--- src/rtl/rf_arb_pkg.sv ---
// Shared constants, state type and round-robin helper for the register-file port arbiter.
package rf_arb_pkg;

  localparam int unsigned ADDR_W   = 4;
  localparam int unsigned DATA_W   = 32;
  localparam int unsigned NREGS    = 16;
  localparam int unsigned NREQ_MAX = 4;
  localparam int unsigned IDX_W    = 2;

  typedef enum logic [0:0] {
    ST_INIT,
    ST_RUN
  } arb_state_t;

  // Index following idx in a ring of n requesters.
  function automatic logic [IDX_W-1:0] rr_next(input logic [IDX_W-1:0] idx,
                                               input int unsigned n);
    int unsigned nxt;
    nxt = {30'd0, idx} + 32'd1;
    if (nxt >= n) nxt = 0;
    return nxt[IDX_W-1:0];
  endfunction

endpackage

--- src/rtl/rr_arbiter.sv ---
// Round-robin arbiter: priority starts at the pointer, pointer moves past the winner on a grant.
// gnt_idx/found report the would-be winner even when en is low.
module rr_arbiter
  import rf_arb_pkg::*;
#(
  parameter int unsigned N = 2
) (
  input  logic             clk,
  input  logic             rst_n,
  input  logic [N-1:0]     req,
  input  logic             en,
  output logic [N-1:0]     gnt,
  output logic [IDX_W-1:0] gnt_idx,
  output logic             found
);

  logic [IDX_W-1:0]    ptr_q, ptr_d;
  logic [IDX_W-1:0]    cand;
  logic [NREQ_MAX-1:0] req_pad;
  logic [NREQ_MAX-1:0] gnt_pad;

  always_comb begin
    req_pad          = '0;
    req_pad[N-1:0]   = req;
    found            = 1'b0;
    gnt_idx          = '0;
    cand             = ptr_q;
    for (int unsigned k = 0; k < N; k++) begin
      if (!found && req_pad[cand]) begin
        found   = 1'b1;
        gnt_idx = cand;
      end
      cand = rr_next(cand, N);
    end
    gnt_pad = '0;
    if (found && en) gnt_pad[gnt_idx] = 1'b1;
    gnt   = gnt_pad[N-1:0];
    ptr_d = (found && en) ? rr_next(gnt_idx, N) : ptr_q;
  end

  always_ff @(posedge clk) begin
    if (!rst_n) ptr_q <= '0;
    else        ptr_q <= ptr_d;
  end

endmodule

--- src/rtl/rf_port_arbiter.sv ---
// Shares the register file's write port and read port 1 between NREQ requesters, with an
// optional zeroing sweep after reset.
module rf_port_arbiter
  import rf_arb_pkg::*;
#(
  parameter int unsigned NREQ           = 2,
  parameter bit          CLEAR_ON_RESET = 1'b1
) (
  input  logic                   clk,
  input  logic                   rst_n,
  input  logic [NREQ-1:0]        req_valid,
  input  logic [NREQ-1:0]        req_write,
  input  logic [ADDR_W*NREQ-1:0] req_addr,
  input  logic [DATA_W*NREQ-1:0] req_wdata,
  output logic [NREQ-1:0]        req_ready,
  output logic [NREQ-1:0]        rsp_valid,
  output logic [DATA_W-1:0]      rsp_rdata,
  output logic                   busy,
  output logic [ADDR_W-1:0]      rf_a1,
  output logic [ADDR_W-1:0]      rf_a3,
  output logic                   rf_we3,
  output logic [DATA_W-1:0]      rf_wd3,
  input  logic [DATA_W-1:0]      rf_rd1
);

  arb_state_t state_q, state_d;
  logic [ADDR_W-1:0] cnt_q, cnt_d;
  logic [ADDR_W-1:0] rf_a1_q;
  logic [NREQ-1:0]   rsp_valid_q;

  logic [NREQ_MAX*ADDR_W-1:0] addr_pad;
  logic [NREQ_MAX*DATA_W-1:0] wdata_pad;

  logic              run, sweep, hazard;
  logic [NREQ-1:0]   w_gnt, r_gnt;
  logic [IDX_W-1:0]  w_idx, r_idx;
  logic              w_found, r_found;
  logic [ADDR_W-1:0] w_addr, r_addr;
  logic [DATA_W-1:0] w_data;

  // Outputs are gated by rst_n so nothing reaches the register file during a reset cycle.
  assign run   = (state_q == ST_RUN) && rst_n;
  assign sweep = (state_q == ST_INIT) && rst_n;

  always_comb begin
    addr_pad                    = '0;
    addr_pad[ADDR_W*NREQ-1:0]   = req_addr;
    wdata_pad                   = '0;
    wdata_pad[DATA_W*NREQ-1:0]  = req_wdata;
  end

  assign w_addr = addr_pad[ADDR_W*w_idx +: ADDR_W];
  assign w_data = wdata_pad[DATA_W*w_idx +: DATA_W];
  assign r_addr = addr_pad[ADDR_W*r_idx +: ADDR_W];

  // Same-address read alongside a write would see stale data; hold the read a cycle.
  assign hazard = w_found && r_found && (w_addr == r_addr);

  rr_arbiter #(
    .N (NREQ)
  ) u_wr_arb (
    .clk     (clk),
    .rst_n   (rst_n),
    .req     (req_valid & req_write),
    .en      (run),
    .gnt     (w_gnt),
    .gnt_idx (w_idx),
    .found   (w_found)
  );

  rr_arbiter #(
    .N (NREQ)
  ) u_rd_arb (
    .clk     (clk),
    .rst_n   (rst_n),
    .req     (req_valid & ~req_write),
    .en      (run && !hazard),
    .gnt     (r_gnt),
    .gnt_idx (r_idx),
    .found   (r_found)
  );

  always_ff @(posedge clk) begin
    if (!rst_n) begin
      state_q     <= CLEAR_ON_RESET ? ST_INIT : ST_RUN;
      cnt_q       <= '0;
      rf_a1_q     <= '0;
      rsp_valid_q <= '0;
    end else begin
      state_q     <= state_d;
      cnt_q       <= cnt_d;
      rf_a1_q     <= rf_a1;
      rsp_valid_q <= r_gnt;
    end
  end

  always_comb begin
    state_d = state_q;
    cnt_d   = cnt_q;
    unique case (state_q)
      ST_INIT: begin
        cnt_d = cnt_q + 4'd1;
        if (cnt_q == 4'(NREGS - 1)) state_d = ST_RUN;
      end
      ST_RUN: begin
        state_d = ST_RUN;
      end
    endcase
  end

  always_comb begin
    rf_we3 = 1'b0;
    rf_a3  = '0;
    rf_wd3 = '0;
    rf_a1  = rst_n ? rf_a1_q : '0;
    if (sweep) begin
      rf_we3 = 1'b1;
      rf_a3  = cnt_q;
    end else if (|w_gnt) begin
      rf_we3 = 1'b1;
      rf_a3  = w_addr;
      rf_wd3 = w_data;
    end
    if (|r_gnt) rf_a1 = r_addr;
    req_ready = w_gnt | r_gnt;
    rsp_valid = rsp_valid_q & {NREQ{rst_n}};
    rsp_rdata = rf_rd1;
    busy      = (state_q == ST_INIT);
  end

endmodule

--- config.mk ---
export PLATFORM = sky130hd
export DESIGN_NAME = rf_port_arbiter
export DESIGN_NICKNAME = d
export VERILOG_FILES = /design/src/rtl/rf_arb_pkg.sv /design/src/rtl/rr_arbiter.sv /design/src/rtl/rf_port_arbiter.sv
export SDC_FILE = /design/constraint.sdc
export NUM_CORES = 1
export LEC_CHECK = 0
export CAP_MARGIN = 20
export CORE_MARGIN = 5
export CORE_UTILIZATION = 35
export CTS_CLUSTER_DIAMETER = 120
export DETAILED_ROUTE_END_ITERATION = 16
export PLACE_DENSITY = 0.94
export SYNTH_ARGS = -nofsm -noshare
export SYNTH_HDL_FRONTEND = slang
export SYNTH_HIERARCHICAL = 1
export SYNTH_SLANG_ARGS = --single-unit
--- constraint.sdc ---
create_clock -name clk -period 11.8 [get_ports clk]
set_clock_uncertainty 0.2 [all_clocks]
set_input_delay 2.36 -clock clk [delete_from_list [all_inputs] [get_ports clk]]
set_output_delay 2.36 -clock clk [all_outputs]
set_load 0.02 [all_outputs]
Word level (Yosys, flattened, before mapping):

Cells that the tools add are included.

* register bits after elaboration: 15
* logic and storage cells: 86
* bits of input ports: 110

* $lt $le $gt $ge: 12
* equal/unequal tests: 2
* muxes and demuxes: 36
* shifts and indexed selects: 3
* $add $sub $neg: 5
* bitwise logic cells: 6
* reductions and logical operators: 16

Operators by type and width (count)
* $shiftx A128 B8 Y32: 1
* $mux W32: 2
* $shiftx A16 B5 Y4: 2
* $mux W2: 10
* $lt A2 B3 Y1 const B: 6
* $mux W4: 4
* $mux W1: 13
* $add A2 B1 Y3 const B: 4
* $ge A3 B2 Y1 const B: 4
* $logic_and A1 B1 Y1: 11
* $bmux W1 S2: 4
* $and A2 B2 Y2: 3
* $add A4 B1 Y4 const B: 1
* $demux W1 S2: 2
* $eq A4 B4 Y1: 1
* $eq A4 B4 Y1 const B: 1
* $ge A2 B1 Y1 const B: 2
* $reduce_or A2 Y1: 2
* $logic_not A1 Y1: 3
* $not A2 Y2: 1
* $or A2 B2 Y2: 1
* $pmux W1 S2: 1
* $not A1 Y1: 1

Logic depth before layout (Yosys ltp):

Gate-level depths: netlist (run 1).

* depth in word-level cells: 17
* mapped depth: 16

Cells and area by module:

Netlist (run 1), hierarchy kept.

Modules (own cells, without submodules)
* rf_port_arbiter: times used 1, cells an instance 212, area each 1666.6 µm²
* rr_arbiter (u_wr_arb): times used 1, cells an instance 32, area each 267.8 µm²
* rr_arbiter (u_rd_arb): times used 1, cells an instance 28, area each 246.5 µm²

Worst setup path before layout (run 1):

No wires, ideal clock.

* path kind: input to output
* from: input port req_write[0]
* to: output port rf_a1[0]
* data arrival time: 4.972 ns
* path slack: 4.268 ns
* stages: 13
* required time: 9.240 ns
* cells stage by stage: and2_1 > nand2b_1 > a32o_2 > and2_1 > buf_2 > buf_6 > nor3b_1 > o21bai_1 > a22o_1 > a41oi_1 > and3_1 > nor2_1 > o31ai_1

RTL lines
* from (decl): RTL line rf_port_arbiter.sv:12 `input logic [NREQ-1:0] req_write,`
* $and A2 B2 Y2 *: RTL line rf_port_arbiter.sv:64 `.req (req_valid & req_write),`
* $bmux W1 S2: RTL line rr_arbiter.sv:29 `if (!found && req_pad[cand]) begin`
* $mux W1 (not written as such): RTL line rr_arbiter.sv:29
* $mux W1: RTL line rr_arbiter.sv:29
* $logic_not A1 Y1: RTL line rr_arbiter.sv:29
* $logic_and A1 B1 Y1: RTL line rr_arbiter.sv:29
* $mux W2 *: RTL line rr_arbiter.sv:29
* named net w_idx[0]: RTL line rf_port_arbiter.sv:36 `logic [IDX_W-1:0] w_idx, r_idx;`
* [... 2 more ...]
* $logic_and A1 B1 Y1 *: RTL line rf_port_arbiter.sv:57 `assign hazard = w_found && r_found && (w_addr == r_addr);`
* $logic_not A1 Y1 *: RTL line rf_port_arbiter.sv:77 `.en (run && !hazard),`
* $logic_and A1 B1 Y1 *: RTL line rf_port_arbiter.sv:77
* $logic_and A1 B1 Y1 *: RTL line rr_arbiter.sv:36 `if (found && en) gnt_pad[gnt_idx] = 1'b1;`
* $mux W2 *: RTL line rr_arbiter.sv:36
* named net r_gnt[1]: RTL line rf_port_arbiter.sv:35 `logic [NREQ-1:0] w_gnt, r_gnt;`
* $reduce_or A2 Y1 *: RTL line rf_port_arbiter.sv:124 `if (|r_gnt) rf_a1 = r_addr;`
* $mux W4 *: RTL line rf_port_arbiter.sv:124
* to (decl): RTL line rf_port_arbiter.sv:19 `output logic [ADDR_W-1:0] rf_a1,`

Mark *: on every way through the listed nets, which the timed path passes. The rest lies on a longest branch. The select of a mux whose other input is x is not followed.

Final worst setup path (run 1):

* from: input port req_write[0]
* to: output port rf_a1[2]

The elaborated chain is that of the path after synthesis.

==> results of run 1 <==
==> registers in the layout (all words and copies together), names as in the netlist <==
register,flops
cnt_q,4
u_wr_arb/ptr_q,2
u_rd_arb/ptr_q,2
rsp_valid_q,2
state_q,1
rf_a1_q,4
==> worst max path at each step <==
stage	from	to	slack (ns)	depth (start not counted)
6_report	req_write[0]	rf_a1[2]	2.78	15
5_1_grt	req_write[0]	rf_a1[3]	2.43	15
4_1_cts	req_write[0]	rf_a1[2]	2.81	15
3_5_place_dp	req_write[0]	rf_a1[2]	2.82	15
3_3_place_gp	req_write[0]	rf_wd3[31]	2.96	12
2_1_floorplan	req_write[0]	rf_a1[0]	4.27	13
==> through the flow <==
stage | instances | power, mW | setup slack, ns
4_1_cts | 431 | 0.157 | 2.81
5_1_grt | 431 | 0.164 | 2.43
3_3_place_gp | 426 | 0.113 | 2.96
3_5_place_dp | 427 | 0.115 | 2.82
6_report | 431 | 0.156 | 2.78
2_1_floorplan | 276 | 0.0989 | 4.27
==> cell type report <==
cell class | instances | area, um2
timing repair buffer | 125 | 1250
fill | 544 | 2780
clock buffer | 4 | 45.0
sequential | 15 | 300
inverter | 9 | 33.8
tap | 75 | 93.8
multi-input combinational | 203 | 1480
==> cell families after synthesis <==
logic type | count (synthesis) | synth area share
AO/OA/AOI/OAI | 36 | 0.131
other | 4 | 0.00688
adder cells (fa/ha/maj) | 10 | 0.0574
buffers and inverters | 58 | 0.189
XOR/XNOR | 3 | 0.0121
flip-flops | 15 | 0.138
AND/OR/NAND/NOR | 100 | 0.251
multiplexers | 46 | 0.214
==> where the power goes <==
part	internal (mW)	switching [mW]	leakage [nW]
clock	0.0239	0.0185	0.0228
sequential	0.0516	0.00100	0.121
combinational	0.0376	0.0238	1.07
==> cells in the mapped netlist (all sizes together) (2+ instances only) <==
cell type and instances:
mux2 2, and3b 2, nand2b 4, a32o 3
nor3b 4, o21ai 7, buf 48, xnor2 3
ha 10, nor2b 5, o211ai 2, o21bai 3
and2 16, dfxtp 15, inv 9, nand3b 2
and3 3, a21boi 2, conb 4, o31ai 6
nand3 6, mux2i 44, or2 4, nand2 12
nor2 38
==> layer usage <==
layer  share of wire  global-route usage  vias to the layer above  wire length [um]
met5               0                   0                        -                 0
met4           0.015              0.0230                        0               102
met3            0.10              0.0406                       10               732
met2            0.51               0.298                       99              3590
met1            0.37               0.180                     1010              2600
li1                -                   -                     1062                 -
==> critical path: cells and delay by family <==
kind	cells	cell delay, ns
buf+inv	3	1.61
simple gates	7	1.31
compound gates	4	0.77
mux	1	0.38
==> results.md, run 1 <==
- Status: completed
- CTS Hold Bufs: 0
- Top post-synthesis cells by area: mux2i_1, dfxtp_1, buf_4, ha_1, nor2_1
- Cell area power density: 48.7 nW/um2
- Core area: 5990 um2
- FF+latch count, synth: 15
- Root buffer cell: clkbuf_8
- Max Freq: 0.111 GHz
- CP Launch Type: primary input
- P&R area growth vs syn: 47.2%
- Seq/Total Area, Yosys: 0.138
- Hold endpoint: u_wr_arb/ptr_q[1]
- CP endpoint kind: primary output
- Initial Util: 0.364
- Nets@finish: 477
- CP max-delay cell: clkdlybuf4s50_1
- PortBufs: 123
- DP HPWL: 5870 um
- Die Wd: 88.9 um
- Minimum clock period: 9.02 ns
- Number of synthesized flops with an enable pin: 0
- Ports: 188
- Clk Latency, worst-skew pair: 0.25 ns
- Final setup fails: 0
- DRC: 0
- Drt first-iter violations: 141
- Worst flop-to-flop path endpoint: rf_a1_q[0]
- Final antenna-violating net count: 0
- Most used flip-flop cell after synthesis: dfxtp_1
- First-pass GRT wire length: 9980 um
- CTS max path bufs: 2
- Kind of critical path: primary input to primary output
- Gpl congestion: 0.804
- Vias per cell: 5.06
- PostCTS Resize Cnt: 0
- Gate Count Post-Synth: 272
- Critical path's largest stage delay: 0.67 ns
- Number of setup buffers added after CTS: 0
- Critical path arrival: 6.46 ns
- DR vias: 2181
- Drt total wl: 7030 um
- Die height: 88.9 um
- Cell area after synthesis: 2180 um2
- Antenna violations before repair: 0
- Actual slew at the worst max-slew pin: 0.818 ns
- Fraction of layout cells with a size suffix above 1: 0.0787
- Final core utilization: 0.536
- FFs w/ async S/R, synth: 0
- Largest net degree at the start of global routing: 47
- Post-synth top area cell: mux2i_1
- Worst-path clk slew: 0.06 ns
- TritonCTS buffer count: 3
- Worst Hold Slack: 0.309 ns
- Setup TNS: 0 ns
- H-tree lvl count: 1
- Synth top area share: 0.202
- Vias in the first global route: 2090
- Syn Area/Cell: 8.02 um2
- Max VDD drop: 50.5 uV
- Hold WC Path Type: register to register
- Cell area after layout: 3210 um2
- Final Hold Vio Count: 0
- Hold Startpoint: u_wr_arb/ptr_q[1]
- Most frequent cells in the layout: clkdlybuf4s50_1, mux2i_1, nor2_1
- LEAKAGE: 1.21 nW
- Worst path cell trace: clkdlybuf4s50_1, and2_1, nand2b_1, a32o_2, and2_2, buf_4, mux2i_1, nor2_1, a22oi_1, a41oi_1, and3_1, nor2_1, nand3_1, o31ai_1, clkdlybuf4s50_1
- Distinct cell type count after synthesis: 54
- Clock sinks: 15
- GRT overflow: 0
- Dpl cell area: 3170 um2
- Reg2reg path depth: 15
- Slew Limit Fails: 0
- CTS tree: built
- Max-cap violation count: 0
- Pre-antenna DRT Iters: 4
- RSZ-0062 raised after global routing: false
- Crit-path max FO: 46
- Die area: 7910 um2
- Worst endpoint required time: 9.24 ns
- Synth warn: 6
- Antenna cells: 0
- Hold depth: 2
- Slew HR: 0.453
- Reg2Reg Setup Slack: 7.73 ns
- Part of the cycle the worst path needs: 0.764
- GRT Util Overall: 0.157
- R2R Path Start: u_wr_arb/ptr_q[0]
- Most common cell after layout, fill and taps aside: clkdlybuf4s50_1
- Wirelength per Cell: 16.3 um
- FP Rows: 28
No activity file was read; power rests on OpenSTA's default activity.
==> run 2: changes to the inputs <==
--- a/config.mk
+++ b/config.mk
@@ -7,10 +7,10 @@
 export LEC_CHECK = 0
 export CAP_MARGIN = 20
 export CORE_MARGIN = 5
-export CORE_UTILIZATION = 35
+export CORE_UTILIZATION = 33
 export CTS_CLUSTER_DIAMETER = 120
 export DETAILED_ROUTE_END_ITERATION = 16
-export PLACE_DENSITY = 0.94
+export PLACE_DENSITY = 0.89
 export SYNTH_ARGS = -nofsm -noshare
 export SYNTH_HDL_FRONTEND = slang
 export SYNTH_HIERARCHICAL = 1
==> constraint.sdc (replaced) <==
create_clock -name clk -period 8.5 [get_ports clk]
set_clock_uncertainty 0.2 [all_clocks]
set_input_delay 1.7 -clock clk [delete_from_list [all_inputs] [get_ports clk]]
set_output_delay 1.7 -clock clk [all_outputs]
set_load 0.02 [all_outputs]
==> run 2 against run 1 <==
Against the previous run: clock-buffer cell count decreased by 1; clock power increased by 46%; cell count increased by 0.70%; critical path type unchanged; critical endpoint unchanged.
==> results.md, run 2 (synthesized netlist as in run 1, its figures left out) <==
- Reg2Reg Setup Slack: 4.64 ns (was 7.73 ns)
- First-pass GRT wire length: 10800 um (was 9980 um)
- Pre-antenna DRT Iters: 4 (unchanged)
- R2R Path Start: u_rd_arb/ptr_q[1] (was u_wr_arb/ptr_q[0])
- Minimum clock period: 7.49 ns
- Most frequent cells in the layout: clkdlybuf4s50_1, mux2i_1, nor2_1 (unchanged)
- Crit-path max FO: 22 (was 46)
- Max Freq: 0.133 GHz
- GRT Util Overall: 0.154 (was 0.157)
- Slew Limit Fails: 0 (unchanged)
- Worst path cell trace: clkdlybuf4s50_1, and2_1, nand2b_1, a32o_2, and2_2, mux2i_1, o21ai_0, a21o_1, a41oi_1, and3_1, nor2_1, o31ai_1, clkdlybuf4s50_1 (was clkdlybuf4s50_1, and2_1, nand2b_1, a32o_2, and2_2, buf_4, mux2i_1, nor2_1, a22oi_1, a41oi_1, and3_1, nor2_1, nand3_1, o31ai_1, clkdlybuf4s50_1)
- Final antenna-violating net count: 0 (unchanged)
- Core area: 6390 um2 (was 5990 um2)
- P&R area growth vs syn: 48.3% (was 47.2%)
- CP max-delay cell: clkdlybuf4s50_1 (unchanged)
- Root buffer cell: clkbuf_8 (unchanged)
- Status: completed (unchanged)
- Drt first-iter violations: 79 (was 141)
- Slew HR: 0.644 (was 0.453)
- Initial Util: 0.341 (was 0.364)
- Worst Hold Slack: 0.325 ns (was 0.309 ns)
- Critical path's most frequent cell: clkdlybuf4s50_1
- Clock sinks: 15 (unchanged)
- Antenna cells: 0 (unchanged)
- Largest regs: cnt_q: 4 flops, rf_a1_q: 4 flops (unchanged)
- Die area: 8330 um2 (was 7910 um2)
- Hold WC Path Type: register to register (unchanged)
- Clk Latency, worst-skew pair: 0.26 ns (was 0.25 ns)
- CTS tree: built (unchanged)
- Die height: 91.3 um (was 88.9 um)
- DRC: 0 (unchanged)
- Final Power: 0.220 mW (was 0.156 mW)
- Dpl cell area: 3190 um2 (was 3170 um2)
- Nets@finish: 478 (was 477)
- Number of setup buffers added after CTS: 0 (unchanged)
- Worst setup endpoint: rf_a1[2] (unchanged)
- Worst endpoint required time: 6.60 ns (was 9.24 ns)
- CP Launch Type: primary input (unchanged)
- TritonCTS buffer count: 3 (unchanged)
- Critical path's largest stage delay: 0.66 ns (was 0.67 ns)
- Max-cap violation count: 0 (unchanged)
- CTS Hold Bufs: 0 (unchanged)
- Fraction of layout cells with a size suffix above 1: 0.0840 (was 0.0787)
- Drt total wl: 6960 um (was 7030 um)
- Actual slew at the worst max-slew pin: 0.533 ns (was 0.818 ns)
- CTS max path bufs: 2 (unchanged)
- Max VDD drop: 63.8 uV (was 50.5 uV)
- RSZ-0062 raised after global routing: false (unchanged)
- Wirelength per Cell: 16.0 um (was 16.3 um)
- Final Hold Vio Count: 0 (unchanged)
- Antenna violations before repair: 0 (unchanged)
- Dpl ws: 1.01 ns (was 2.82 ns)
- Critical path launch point: req_write[0] (unchanged)
- Placed cells: 430 (was 427)
- CP endpoint kind: primary output (unchanged)
- Vias per cell: 4.94 (was 5.06)
- Gpl congestion: 0.811 (was 0.804)
- LEAKAGE: 1.23 nW (was 1.21 nW)
- Worst-path clk slew: 0.07 ns (was 0.06 ns)
- Kind of critical path: primary input to primary output (unchanged)
- Final setup fails: 0 (unchanged)
- GRT overflow: 0 (unchanged)
- Ports: 188 (unchanged)
- DP HPWL: 5860 um (was 5870 um)
- DR vias: 2143 (was 2181)
- Most common cell after layout, fill and taps aside: clkdlybuf4s50_1 (unchanged)
- Vias in the first global route: 2095 (was 2090)
- Reg2reg path depth: 12 (was 15)
- PostCTS Resize Cnt: 0 (unchanged)
- Cell area after layout: 3230 um2 (was 3210 um2)
- Largest net degree at the start of global routing: 28 (was 47)
- Final core utilization: 0.506 (was 0.536)
- Part of the cycle the worst path needs: 0.881
- Critical path arrival: 5.59 ns (was 6.46 ns)
- H-tree lvl count: 1 (unchanged)
- Final Non-Filler Cells: 434 (was 431)
- FP Rows: 29 (was 28)
- Setup TNS: 0 ns (unchanged)
- Die Wd: 91.3 um (was 88.9 um)
- PortBufs: 123 (unchanged)
- Worst flop-to-flop path endpoint: rf_a1_q[3] (was rf_a1_q[0])
- Setup ws final: 1.01 ns (was 2.78 ns)
- Cell area power density: 68.1 nW/um2 (was 48.7 nW/um2)
run 2: how the worst min path moves through the flow:
stage | from | endpoint | slack [ns] | depth (start not counted)
floorplan | u_wr_arb/ptr_q[1] | u_wr_arb/ptr_q[1] | 0.26 | 2
global placement | u_wr_arb/ptr_q[1] | u_wr_arb/ptr_q[1] | 0.29 | 2
detailed placement | u_wr_arb/ptr_q[1] | u_wr_arb/ptr_q[1] | 0.30 | 2
CTS | cnt_q[3] | state_q | 0.33 | 2
global route | cnt_q[3] | state_q | 0.36 | 2
finish | cnt_q[3] | state_q | 0.32 | 2
run 2: critical path: cells and delay by family:
kind                   cells  cell delay [ns]
multiplexers               1             0.41
AO/OA/AOI/OAI              5             1.23
buffers and inverters      2             1.08
AND/OR/NAND/NOR            5             1.16
run 2: power by group:
| group | switching [mW] | internal (mW) | total [mW] | leakage (nW) |
|---|---|---|---|---|
| Combinational | 0.0326 | 0.0524 | 0.0850 | 1.08 |
| Sequential | 0.00149 | 0.0715 | 0.0730 | 0.121 |
| Clock | 0.0295 | 0.0326 | 0.0621 | 0.0255 |
| Total | 0.0636 | 0.157 | 0.220 | 1.23 |
run 2: final cells by class:
class / count / area, um2
clock buffer: 3 / 41.3
clock inverter: 1 / 5.00
fill: 597 / 3150
inverter: 9 / 33.8
multi-input combinational: 203 / 1480
sequential: 15 / 300
tap: 77 / 96.3
timing repair buffer: 126 / 1270
run 2: metal layers:
metal  global-route usage  vias to the layer above  wire (um)
met2                0.281                       95       3480
met1                0.182                      982       2900
met4               0.0171                        0         23
li1                     -                     1060          -
met3               0.0479                        6        567
met5                    0                        -          0
==> run 3: changes to the inputs <==
==> constraint.sdc (replaced) <==
create_clock -name clk -period 8.1 [get_ports clk]
set_clock_uncertainty 0.2 [all_clocks]
set_input_delay 1.62 -clock clk [delete_from_list [all_inputs] [get_ports clk]]
set_output_delay 1.62 -clock clk [all_outputs]
set_load 0.02 [all_outputs]
==> run 3 against run 2 <==
Against the previous run: non-clock buffer count stayed put; routed wire length rose by 2.0%; combinational power grew 5.8%; cell area did not move; clock-buffer cell count is the same; via count increased by 0.70%; cell count stayed put; sequential share of layout area unchanged; setup slack worse by 0.34 ns; clock power is 0.6% higher; critical path type unchanged; largest cell class unchanged; largest power group unchanged.
==> results.md, run 3 (synthesized netlist as in run 1, its figures left out) <==
- Final Power: 0.229 mW (was 0.220 mW)
- Reg2reg path depth: 12 (unchanged)
- Multi-input gate area: 1480 um2 (unchanged)
- Slew HR: 0.626 (was 0.644)
- CTS Hold Bufs: 0 (unchanged)
- Max VDD drop: 54.2 uV (was 63.8 uV)
- Cell area after layout: 3230 um2 (unchanged)
- Minimum clock period: 7.43 ns
- Max Freq: 0.135 GHz
- Final Non-Filler Cells: 434 (unchanged)
- CP max-delay cell: clkdlybuf4s50_1 (unchanged)
- Die Wd: 91.3 um (unchanged)
- Ports: 188 (unchanged)
- Clock sinks: 15 (unchanged)
- Critical path's largest stage delay: 0.66 ns (about the same)
- Number of setup buffers added after CTS: 0 (unchanged)
- Most common cell after layout, fill and taps aside: clkdlybuf4s50_1 (unchanged)
- Antenna cells: 0 (unchanged)
- H-tree lvl count: 1 (unchanged)
- PostCTS Resize Cnt: 0 (unchanged)
- Die area: 8330 um2 (unchanged)
- Slew Limit Fails: 0 (unchanged)
- Worst Hold Slack: 0.310 ns (was 0.325 ns)
- TritonCTS buffer count: 3 (unchanged)
- Crit-path max FO: 12 (was 22)
- Hold WC Path Type: register to register (unchanged)
- GRT overflow: 0 (unchanged)
- Final Hold Vio Count: 0 (unchanged)
- Seq. cell area: 300 um2 (unchanged)
- PortBufs: 123 (unchanged)
- Actual slew at the worst max-slew pin: 0.554 ns (was 0.533 ns)
- FILL cells: 605 (was 597)
- Dpl cell area: 3190 um2 (unchanged)
- Wirelength per Cell: 16.4 um (was 16.0 um)
- FP Rows: 29 (unchanged)
- LEAKAGE: 1.23 nW (unchanged)
- Max-cap violation count: 0 (unchanged)
- Worst endpoint required time: 6.28 ns (was 6.60 ns)
- Vias per cell: 4.97 (was 4.94)
- Critical path's most frequent cell: clkdlybuf4s50_1 (unchanged)
- Placed cells: 430 (unchanged)
- Gpl congestion: 0.816 (was 0.811)
- Worst path cell trace: clkdlybuf4s50_1, nor2b_1, a211oi_1, o21a_1, mux2i_1, o221ai_1, and4_1, a41oi_1, and3_1, nor2_1, o31ai_1, clkdlybuf4s50_1 (was clkdlybuf4s50_1, and2_1, nand2b_1, a32o_2, and2_2, mux2i_1, o21ai_0, a21o_1, a41oi_1, and3_1, nor2_1, o31ai_1, clkdlybuf4s50_1)
- CP Launch Type: primary input (unchanged)
- Nets@finish: 478 (unchanged)
- CTS max path bufs: 2 (unchanged)
- RSZ-0062 raised after global routing: false (unchanged)
- Clk Latency, worst-skew pair: 0.25 ns (was 0.26 ns)
- Initial Util: 0.341 (unchanged)
- CTS tree: built (unchanged)
- Core area: 6390 um2 (unchanged)
- Largest regs: cnt_q: 4 flops, rf_a1_q: 4 flops (unchanged)
- Hold depth: 2 (unchanged)
- First-pass GRT wire length: 10900 um (was 10800 um)
- Drt first-iter violations: 87 (was 79)
- Most frequent cells in the layout: clkdlybuf4s50_1, mux2i_1, nor2_1 (unchanged)
- DRC: 0 (unchanged)
- Worst-path clk slew: 0.06 ns (was 0.07 ns)
- CP endpoint kind: primary output (unchanged)
- Critical path arrival: 5.61 ns (was 5.59 ns)
- Setup TNS: 0 ns (unchanged)
- Fraction of layout cells with a size suffix above 1: 0.0840 (unchanged)
- Part of the cycle the worst path needs: 0.917
- Pre-antenna DRT Iters: 4 (unchanged)
- Final antenna-violating net count: 0 (unchanged)
- DP HPWL: 5940 um (was 5860 um)
- Final setup fails: 0 (unchanged)
- Root buffer cell: clkbuf_8 (unchanged)
- Drt total wl: 7100 um (was 6960 um)
- DR vias: 2158 (was 2143)
- P&R area growth vs syn: 48.3% (unchanged)
- Status: completed (unchanged)
- Antenna violations before repair: 0 (unchanged)
- Kind of critical path: primary input to primary output (unchanged)
- Cell area power density: 70.8 nW/um2 (was 68.1 nW/um2)
- Die height: 91.3 um (unchanged)
- Largest net degree at the start of global routing: 28 (unchanged)
- Vias in the first global route: 2148 (was 2095)
- GRT Util Overall: 0.155 (was 0.154)
-- run 3: final timing paths --
| kind | slack, ns | to | start |
|---|---|---|---|
| max reg2reg | 4.15 | rf_a1_q[2] | u_rd_arb/ptr_q[1] |
| min reg2reg | 0.31 | u_wr_arb/ptr_q[1] | u_wr_arb/ptr_q[1] |
| min | 0.31 | u_wr_arb/ptr_q[1] | u_wr_arb/ptr_q[1] |
| max | 0.67 | rf_a1[2] | req_valid[0] |
-- run 3: layout make-up --
class,count,area share
multi-input cells,203,0.459
repair buffers,126,0.394
flip-flops and latches,15,0.0928
well taps,77,0.0298
clock buffers,3,0.0128
inverters,9,0.0104
clock inverters,1,0.00155
-- run 3: through the flow --
| step | util | worst slack, ns |
|---|---|---|
| 3_5_place_dp | 0.499 | 0.716 |
| 5_1_grt | 0.506 | 0.400 |
| 2_1_floorplan | - | 2.05 |
| 4_1_cts | 0.506 | 0.687 |
| 3_3_place_gp | 0.495 | 0.844 |
| 6_report | 0.506 | 0.674 |
-- run 3: critical path, delay by kind of cell --
family	cells	cell delay, ns
AO/OA/AOI/OAI	5	1.79
AND/OR/NAND/NOR	4	0.81
multiplexers	1	0.32
buffers and inverters	2	1.06
-- run 3: power by group --
part           switching (mW)  internal (mW)  total [mW]
Clock                  0.0284         0.0341      0.0625
Combinational          0.0349         0.0550      0.0899
Sequential            0.00158         0.0751      0.0767
-- run 3: metal layers --
metal | up-vias | wire length (um) | track usage
met2 | 97 | 3600 | 0.283
li1 | 1062 | - | -
met1 | 995 | 2910 | 0.183
met5 | - | 0 | 0
met3 | 4 | 576 | 0.0512
met4 | 0 | 19 | 0.00978
